===== src/rtl/lm_sm_sequencer.sv =====
// ----------------------------------------------------------------------------
// lm_sm_sequencer: expands LM/SM register masks into single-register micro-ops
// Revision: 1.0
// ----------------------------------------------------------------------------
`default_nettype none

module lm_sm_sequencer #(
  parameter int          NREG   = 8,
  parameter logic [3:0]  OPC_LM = 4'b0110,
  parameter logic [3:0]  OPC_SM = 4'b0111
) (
  input  logic        clk,
  input  logic        rst_n,
  input  logic        ir_valid,
  input  logic [15:0] ir,
  input  logic [15:0] base_data,
  input  logic        stall_in,
  input  logic        flush,
  output logic        freeze_fetch,
  output logic        busy,
  output logic        uop_valid,
  output logic        uop_load,
  output logic [2:0]  uop_reg,
  output logic [15:0] uop_addr,
  output logic        uop_first,
  output logic        uop_last,
  output logic        seq_done
);

  localparam int OW = (NREG > 1) ? $clog2(NREG) : 1;

  typedef enum logic [0:0] {
    IDLE = 1'b0,
    SEQ  = 1'b1
  } state_t;

  state_t          state, state_nxt;
  logic [NREG-1:0] mask_q;
  logic [15:0]     base_q;
  logic [OW-1:0]   offset_q;
  logic            is_load_q;

  logic            start;
  logic            accept;
  logic            last_bit;
  logic [NREG-1:0] mask_clr;
  logic [2:0]      low_idx;
  logic [3:0]      opcode;

  assign opcode   = ir[15:12];
  assign mask_clr = mask_q & (mask_q - 1'b1);
  assign last_bit = (mask_q != '0) && (mask_clr == '0);
  assign accept   = (state == SEQ) && !stall_in;

  // rst_n qualifies start so freeze_fetch drops the moment reset is asserted
  assign start = rst_n && (state == IDLE) && ir_valid && !flush &&
                 ((opcode == OPC_LM) || (opcode == OPC_SM)) &&
                 (ir[NREG-1:0] != '0);

  always_comb begin
    low_idx = 3'd0;
    for (int i = NREG - 1; i >= 0; i--) begin
      if (mask_q[i]) low_idx = 3'(i);
    end
  end

  always_ff @(posedge clk or negedge rst_n) begin
    if (!rst_n) begin
      state     <= IDLE;
      mask_q    <= '0;
      base_q    <= '0;
      offset_q  <= '0;
      is_load_q <= 1'b0;
    end else begin
      state <= state_nxt;
      if (flush) begin
        mask_q <= '0;
      end else if (start) begin
        mask_q    <= ir[NREG-1:0];
        base_q    <= base_data;
        is_load_q <= (opcode == OPC_LM);
        offset_q  <= '0;
      end else if (accept) begin
        mask_q   <= mask_clr;
        offset_q <= offset_q + 1'b1;
      end
    end
  end

  always_comb begin
    state_nxt    = state;
    freeze_fetch = 1'b0;
    busy         = 1'b0;
    uop_valid    = 1'b0;
    uop_load     = 1'b0;
    uop_reg      = 3'd0;
    uop_addr     = 16'd0;
    uop_first    = 1'b0;
    uop_last     = 1'b0;
    seq_done     = 1'b0;
    case (state)
      IDLE: begin
        freeze_fetch = start;
        if (start) state_nxt = SEQ;
      end
      SEQ: begin
        busy         = 1'b1;
        uop_valid    = 1'b1;
        uop_load     = is_load_q;
        uop_reg      = low_idx;
        uop_addr     = base_q + 16'(offset_q);
        uop_first    = (offset_q == '0);
        uop_last     = last_bit;
        seq_done     = accept && last_bit && !flush;
        freeze_fetch = !flush && !(accept && last_bit);
        if (flush || (accept && last_bit)) state_nxt = IDLE;
      end
      default: state_nxt = IDLE;
    endcase
  end

endmodule

`default_nettype wire

===== config.mk =====
export PLATFORM = sky130hd
export DESIGN_NAME = lm_sm_sequencer
export DESIGN_NICKNAME = d
export VERILOG_FILES = /design/src/rtl/lm_sm_sequencer.sv
export SDC_FILE = /design/constraint.sdc
export NUM_CORES = 1
export LEC_CHECK = 0
export CELL_PAD_IN_SITES_DETAIL_PLACEMENT = 2
export CELL_PAD_IN_SITES_GLOBAL_PLACEMENT = 2
export CORE_MARGIN = 8
export CORE_UTILIZATION = 28
export DETAILED_ROUTE_END_ITERATION = 16
export PLACE_DENSITY = 0.88
export SYNTH_ARGS = -nofsm -noshare
export SYNTH_HDL_FRONTEND = slang
export SYNTH_SLANG_ARGS = --single-unit

===== constraint.sdc =====
create_clock -name clk -period 4.8 [get_ports clk]
set_input_delay 1.2 -clock clk [delete_from_list [all_inputs] [get_ports clk]]
set_output_delay 1.2 -clock clk [all_outputs]
set_load 0.02 [all_outputs]

## After elaboration in Yosys (flattened, before gate mapping)

Index checks and enable logic that the tools add are counted.
W data, S select, Z words.

- Register bits: 29
- Output and inout bits: 26
- Logic and storage cells: 60

- Reductions and logical operators: 23
- Equality and inequality tests: 2
- Add/sub/neg operators: 3
- Muxes and demuxes: 24
- Bitwise logic cells: 3

Operators with widths:

| kind | number |
|---|---|
| $mux W3 | 11 |
| $mux W8 | 3 |
| $add A16 B3 Y16 | 1 |
| $mux W16 | 1 |
| $reduce_bool A8 Y1 | 2 |
| $logic_and A1 B1 Y1 | 10 |
| $and A8 B8 Y8 | 1 |
| $eq A4 B3 Y1 const B | 2 |
| $logic_not A8 Y1 | 1 |
| $sub A8 B1 Y8 const B | 1 |
| $mux W1 | 7 |
| $pmux W1 S2 | 2 |
| $reduce_and A2 Y1 | 2 |
| $add A3 B1 Y3 const B | 1 |
| $logic_not A1 Y1 | 3 |
| $logic_not A3 Y1 | 1 |
| $reduce_bool A3 Y1 | 1 |
| $logic_or A1 B1 Y1 | 2 |
| $not A1 Y1 | 2 |
| $reduce_bool A2 Y1 | 1 |

## Longest topological paths before layout

Gate-level depths: netlist of the first run.

- Depth in word-level cells: 9
- Mapped depth: 6
- Mapped depth without buffers: 6

## Least setup slack after synthesis of the first run

Ideal clock, no wire load.

- Path type: input to output
- Start point: in flush
- End point: out freeze_fetch
- Setup slack: 0.903 ns
- Data required time: 3.600 ns
- Stages: 5
- Data arrival time: 2.697 ns
- Cell sequence: or3b_4 -> a211oi_2 -> clkbuf_8 -> nor2_1 -> a311oi_1

- Cells in the longest elaborated chain, start to end: 5
- Elaborated cells on any way between the ends: 6
- Those cells by class: 1 x mux; 5 x reduce/logical

Ends and longest elaborated chain:

| what | RTL line | source |
|---|---|---|
| from (decl) | 18 | `input logic flush,` |
| $logic_not A1 Y1 (*) | 56, 115 |  |
| $logic_and A1 B1 Y1 (2 in a row) | 56 | `assign start = rst_n && (state == IDLE) && ir_valid && !flush &&` |
| $logic_and A1 B1 Y1 | 57 | `((opcode == OPC_LM) \|\| (opcode == OPC_SM)) &&` |
| $pmux W1 S2 (*) | 101 | `case (state)` |
| to (decl) | 19 | `output logic freeze_fetch,` |

Mark *: on every way between the ends. The rest lies on a longest branch, timed or not.

## Final worst setup path of the first run

- Start point: in rst_n
- End point: out freeze_fetch

- Cells in the longest elaborated chain, start to end: 6

Ends and longest elaborated chain:

| what | RTL line | source |
|---|---|---|
| from (decl) | 13 | `input logic rst_n,` |
| $logic_and A1 B1 Y1 (4 in a row) | 56 |  |
| $logic_and A1 B1 Y1 | 57 |  |
| $pmux W1 S2 | 101 |  |

No other way between the ends.

==> results of run 1 <==
==> routing by layer <==
| layer | share of wire (%) | wire length (um) | global-route usage (%) | vias to the layer above |
|---|---|---|---|---|
| met5 | 0 | 0 | 0 | - |
| met4 | 1.7 | 111 | 4.60 | 0 |
| met3 | 3.9 | 254 | 3.27 | 8 |
| met2 | 52 | 3450 | 25.4 | 41 |
| met1 | 42 | 2760 | 15.2 | 982 |
| li1 | - | - | - | 919 |
==> where the power goes <==
group	internal, uW	total (uW)	switching [uW]
sequential	275	307	32.8
clock	114	204	90.7
combinational	61.2	118	57.2
total	449	630	181
==> per-stage QoR <==
stage | std cells | total power (uW)
floorplan | 229 | 367
global placement | 363 | 421
detailed placement | 363 | 430
CTS | 370 | 638
global route | 370 | 664
finish | 370 | 630
==> state kept, by name (all words and copies together), names as in the netlist <==
register	cells
base_q	16
mask_q	8
offset_q	3
is_load_q	1
state	1
==> path summary, 6_finish.rpt <==
check                      slack, ns      endpoint  cells after the start       from
setup / recovery                0.11  freeze_fetch                      6      rst_n
hold reg to reg                 0.48     is_load_q                      2  is_load_q
min in group asynchronous       1.35     base_q[0]                      2      rst_n
setup reg to reg                2.73   offset_q[0]                      5      state
hold / removal                  0.48     is_load_q                      2  is_load_q
max in group asynchronous       3.14     is_load_q                      2      rst_n
==> cell usage in the layout (no fill, tap or decap), types with 7 or more instances in the layout <==
cell | synthesis | final
nor2_1 | 15 | 15
xnor2_1 | 7 | 7
buf_4 | 1 | 7
nand2_1 | 59 | 59
o21ai_0 | 9 | 9
clkdlybuf4s50_1 | 0 | 58
nor4_1 | 8 | 8
dfrtp_1 | 29 | 29
a21oi_1 | 14 | 14
inv_1 | 9 | 9
==> worst min-delay path: stages, from the launching register on <==
cell     delay, ns
dfrtp_1       0.33
nand2_1       0.05
o21ai_0       0.06
==> cells by family after synthesis <==
logic type	after synthesis	share of synthesized area, %
flops	29	38.3
xor+xnor	10	4.62
fa+ha+maj	7	4.88
buf+inv	20	5.87
compound gates	43	15.0
simple gates	118	30.3
mux	2	1.12
==> repair_timing <==
action                                 4_1_cts  5_1_grt
hold buffers                                 0        0
setup buffers                                0        0
setup endpoints to repair                    0        1
endpoints found under the hold margin        0        0
resized for setup                            0        1
==> area by class of cell <==
| cell class | instances | area share [%] |
|---|---|---|
| clock buffers | 7 | 3.25 |
| flip-flops and latches | 29 | 27.4 |
| repair buffers | 65 | 23.9 |
| inverters | 9 | 1.27 |
| multi-input cells | 180 | 40.5 |
| well taps | 80 | 3.77 |
==> metrics.yaml, run 1 <==
status: "finished, final reports clean"
drc: 0
synthToLayoutAreaGrowth_pct: 39.8
grt_pass1_vias: 2142
synth_most_common_cell: "nand2_1"
timing.hold.ws_ns: 0.479
ys_seq_elements: 29
post_drt_wl_per_cell_um: 17.8
clock_path_buffers: 2
finalSetupTns_ns: 0
dr_total_vias: 1950
synth_area_leaders: "dfrtp_1 38%, nand2_1 12%, a21oi_1 3.7%"
worst-path-buf-inv: 2
fp.dieArea_sq_um: 9660
grt_remaining_overflow: 0
synth_common_cells: "59 x nand2_1, 29 x dfrtp_1, 15 x nor2_1, 14 x a21oi_1"
avgSynthCellArea_sq_um: 8.28
synth_largest_area_cell: "dfrtp_1"
diodes: 0
dp_slack_ns: 0.0460
clock_latency_ns: 0.28
ant_nets: 0
setup_ws_ns: 0.114
synth_flop_cell: "dfrtp_1"
max_cap_viol_count: 0
tritoncts.num_buffers: 5
drtIter0Drc: 62
grt_antenna_before_repair: 0
first_pass_iters: 4
fin_skew_ns: 0.00654
synth_edf_count: 0
cts_tree: "done"
critPathMaxFanout: 4
postLayoutCellArea_sq_um: 2650
hp-class: "flop to flop"
rows: 30
cts_root_buf: "clkbuf_8"
clk_pin_slew_worst_paths_ns: 0.06
cp_slowest_cell: "clkdlybuf4s50_1"
synthCells: 229
yosys_warnings: 0
synth_top_area_share_pct: 38.3
path_cells: "clkdlybuf4s50_1, or3b_4, a211oi_4, nor2_1, a311oi_2, clkdlybuf4s50_1"
core_region_area_sq_um: 6680
place_area_sq_um: 2560
seq_area_sq_um: 726
setup.worst_path.class: "input port to primary output"
cpLargestDelayFamily: "buffers and inverters"
gr-usage-all-layers_pct: 13.8
grt_setup_unrepaired: "no"
min_period_ns: 4.69
viasPerCell: 5.27
finalHoldViolCount: 0
pin_count: 63
fin_nets: 333
fill_cells: 798
async_flop_share_pct: 100
worstMarginPinSlew_ns: 0.605
slowest_delay_ns: 0.68
multi_input_area_sq_um: 1070
start_util_pct: 28.4
grt_max_degree: 30
required_ns: 3.60
die_x_um: 98.3
fmax_mhz: 213
final-setup-viol-count: 0
layout-drive-gt1-share_pct: 7.59
cpMostUsedCell: "clkdlybuf4s50_1"
drv_slew: 0
synth_cell_types: 46
wl_um: 6570
peakVddDrop_v: 0.000101
cp.arrival_ns: 3.49
worst_setup_path_start_kind: "input port"
synth_nets: 272
die_h_um: 98.3
synth_area_sq_um: 1900
hpwl_um: 5030
grt_pass1_wl_um: 10800
p_per_area_nw_per_um2: 238
cts.sinks: 29
maxSlewHeadroom_pct: 59.4
finalCritPeriodShare_pct: 97.6
io_buffers: 58
crit_path_end_kind: "primary output"
routabilityCongestion: 0.805
yosysSeqAreaShare_pct: 38.3
h-tree-depth: 2
p_leak_uw: 0.00107
fin_util_pct: 39.7
Note: power is estimated with default switching activity, not from simulation.
==> run 2, diff against run 1 <==
--- a/config.mk
+++ b/config.mk
@@ -12,4 +12,5 @@
 export DETAILED_ROUTE_END_ITERATION = 16
 export PLACE_DENSITY = 0.88
+export SLEW_MARGIN = 20
 export SYNTH_ARGS = -nofsm -noshare
 export SYNTH_HDL_FRONTEND = slang
==> constraint.sdc (replaced) <==
create_clock -name clk -period 4.8 [get_ports clk]
set_input_delay 1.2 -clock clk [delete_from_list [all_inputs] [get_ports clk]]
set_output_delay 1.2 -clock clk [all_outputs]
set_load 0.05 [all_outputs]
==> run 2 against run 1 <==
Compared with the run above:
- setup slack better by 0.16 ns
- clock power decreased by 2%
- sequential power hardly changed
- largest cell class unchanged
==> metrics.yaml, run 2 (same netlist as run 1, synthesis figures left out) <==
grt_max_degree: 30  # unchanged
worst_setup_path_start_kind: "flop"
ant_nets: 0  # unchanged
pin_count: 63  # unchanged
cts.sinks: 29  # unchanged
post_cts_resized: 0  # unchanged
regMostFlops: "base_q"
fin_skew_ns: 0.00885  # +0.00231 ns
critPathMaxFanout: 5  # +1
final-setup-viol-count: 0  # unchanged
r2r_start: "state"
critPathLaunch: "offset_q[0]"
finalHoldViolCount: 0  # unchanged
drtIter0Drc: 45  # -27%
wl_um: 6480  # -1.3%
cts_setup_buffers: 0  # unchanged
fill_cells: 768  # -3.8%
drv_slew: 0  # unchanged
clk_pin_slew_worst_paths_ns: 0.07  # about the same
gr-usage-all-layers_pct: 13.9  # +0.089 points
grt_pass1_vias: 2169  # +1.3%
core_region_area_sq_um: 6680  # unchanged
drc: 0  # unchanged
tritoncts.num_buffers: 5  # unchanged
fp.dieArea_sq_um: 9660  # unchanged
h-tree-depth: 2  # unchanged
hp-class: "flop to flop"
clock_path_buffers: 2  # unchanged
max_cap_viol_count: 0  # unchanged
post_drt_wl_per_cell_um: 17.6  # -0.79%
p_leak_uw: 0.00106  # -0.91%
layout_commonest_cell: "nand2_1"
die_x_um: 98.3  # unchanged
rr_worst_depth: 4  # -1
peakVddDrop_v: 0.0000881  # -12%
grt_pass1_wl_um: 11000  # +1.1%
cts_tree: "done"
timing.hold.ws_ns: 0.476  # -0.00320 ns
worstMarginPinSlew_ns: 0.693  # +0.0876 ns
min_period_ns: 4.52  # -0.162 ns
synthToLayoutAreaGrowth_pct: 38.5
die_h_um: 98.3  # unchanged
finalCritPeriodShare_pct: 94.3  # -3.4 points
cts_root_buf: "clkbuf_8"
layout-drive-gt1-share_pct: 7.29  # -0.29 points
viasPerCell: 5.17  # -1.9%
grt_antenna_before_repair: 0  # unchanged
routabilityCongestion: 0.808  # +0.38%
first_pass_iters: 3  # -1
postCtsHoldBufs: 0  # unchanged
status: "finished, final reports clean"
fmax_mhz: 221  # +3.6%
grt_setup_unrepaired: "no"
required_ns: 3.60  # about the same
setup.worst_path.class: "flop to primary output"
largest_reg_flops: 16  # unchanged
maxSlewHeadroom_pct: 53.4  # -6.0 points
p_total_uw: 629  # -0.16%
p_per_area_nw_per_um2: 239  # +0.79%
top_regs: "base_q: 16 flops, mask_q: 8 flops, offset_q: 3 flops"
finalSetupTns_ns: 0  # unchanged
fin_nets: 330  # -0.90%
rows: 30  # unchanged
crit_end: "uop_addr[12]"
rrSetupSlack_ns: 2.64  # -0.09 ns
most-common-layout-cells: "59 x nand2_1, 56 x clkdlybuf4s50_1, 29 x dfrtp_1"
hpwl_um: 5060  # +0.69%
clock_latency_ns: 0.28  # about the same
rr_endpoint: "offset_q[0]"
io_buffers: 58  # unchanged
dr_total_vias: 1903  # -2.4%
start_util_pct: 28.4  # unchanged
crit_path_end_kind: "primary output"
grt_remaining_overflow: 0  # unchanged
cp.arrival_ns: 3.32  # -0.17 ns
diodes: 0  # unchanged
## run 2: changes by cell type in the layout (fill, tap and decap cells not counted), sizes merged
cell	delta
clkbuf	-1
clkdlybuf4s50	-2
buf	-1
clkinv	+2
## run 2: area by class of cell
cell class                      count  area [sq um]  area share [%]
Clock inverter                      2          10.0           0.381
Clock buffer                        6          72.6            2.76
Tap cell                           80           100            3.81
Inverter                            9          33.8            1.29
Multi-Input combinational cell    180          1070            40.6
Timing Repair Buffer               62           618            23.5
Sequential cell                    29           726            27.6
## run 2: critical path, stage by stage, from the launching register on
cell and delay (ns):
dfrtp_1 0.42, ha_1 0.26, fa_1 0.26, a21oi_1 0.16, or3_1 0.43, or4_1 0.49, a21oi_1 0.19, clkdlybuf4s50_1 0.83
## run 2: report_power, final
group	leakage [uW]	total (uW)	internal, uW	switching, uW
Clock	0.0000450	200	100	99.4
Sequential	0.000382	308	274	33.7
Combinational	0.000634	121	60.6	60.6
## run 2: worst min-delay path by stage
stage,start,to,slack [ns],cells after the start
final,is_load_q,is_load_q,0.48,2
after floorplan,is_load_q,is_load_q,0.44,2
after detailed placement,is_load_q,is_load_q,0.47,2
after global routing,is_load_q,is_load_q,0.53,2
after global placement,is_load_q,is_load_q,0.45,2
after CTS,is_load_q,is_load_q,0.48,2
## run 2: through the flow
step           utilization (%)  area, sq um  worst slack [ns]  std cells
2_1_floorplan                -         1900             0.252        229
3_3_place_gp              38.1         2540             0.480        360
3_5_place_dp              38.1         2540             0.388        360
4_1_cts                   39.3         2630             0.293        368
5_1_grt                   39.3         2630             0.134        368
6_report                  39.3         2630             0.276        368
## run 2: layer usage
metal	wire, um	global-route usage, %	share of wire [%]
met5	0	0	0
met1	2750	15.8	42
met2	3350	24.8	52
met3	284	3.63	4.4
met4	100	4.49	1.5
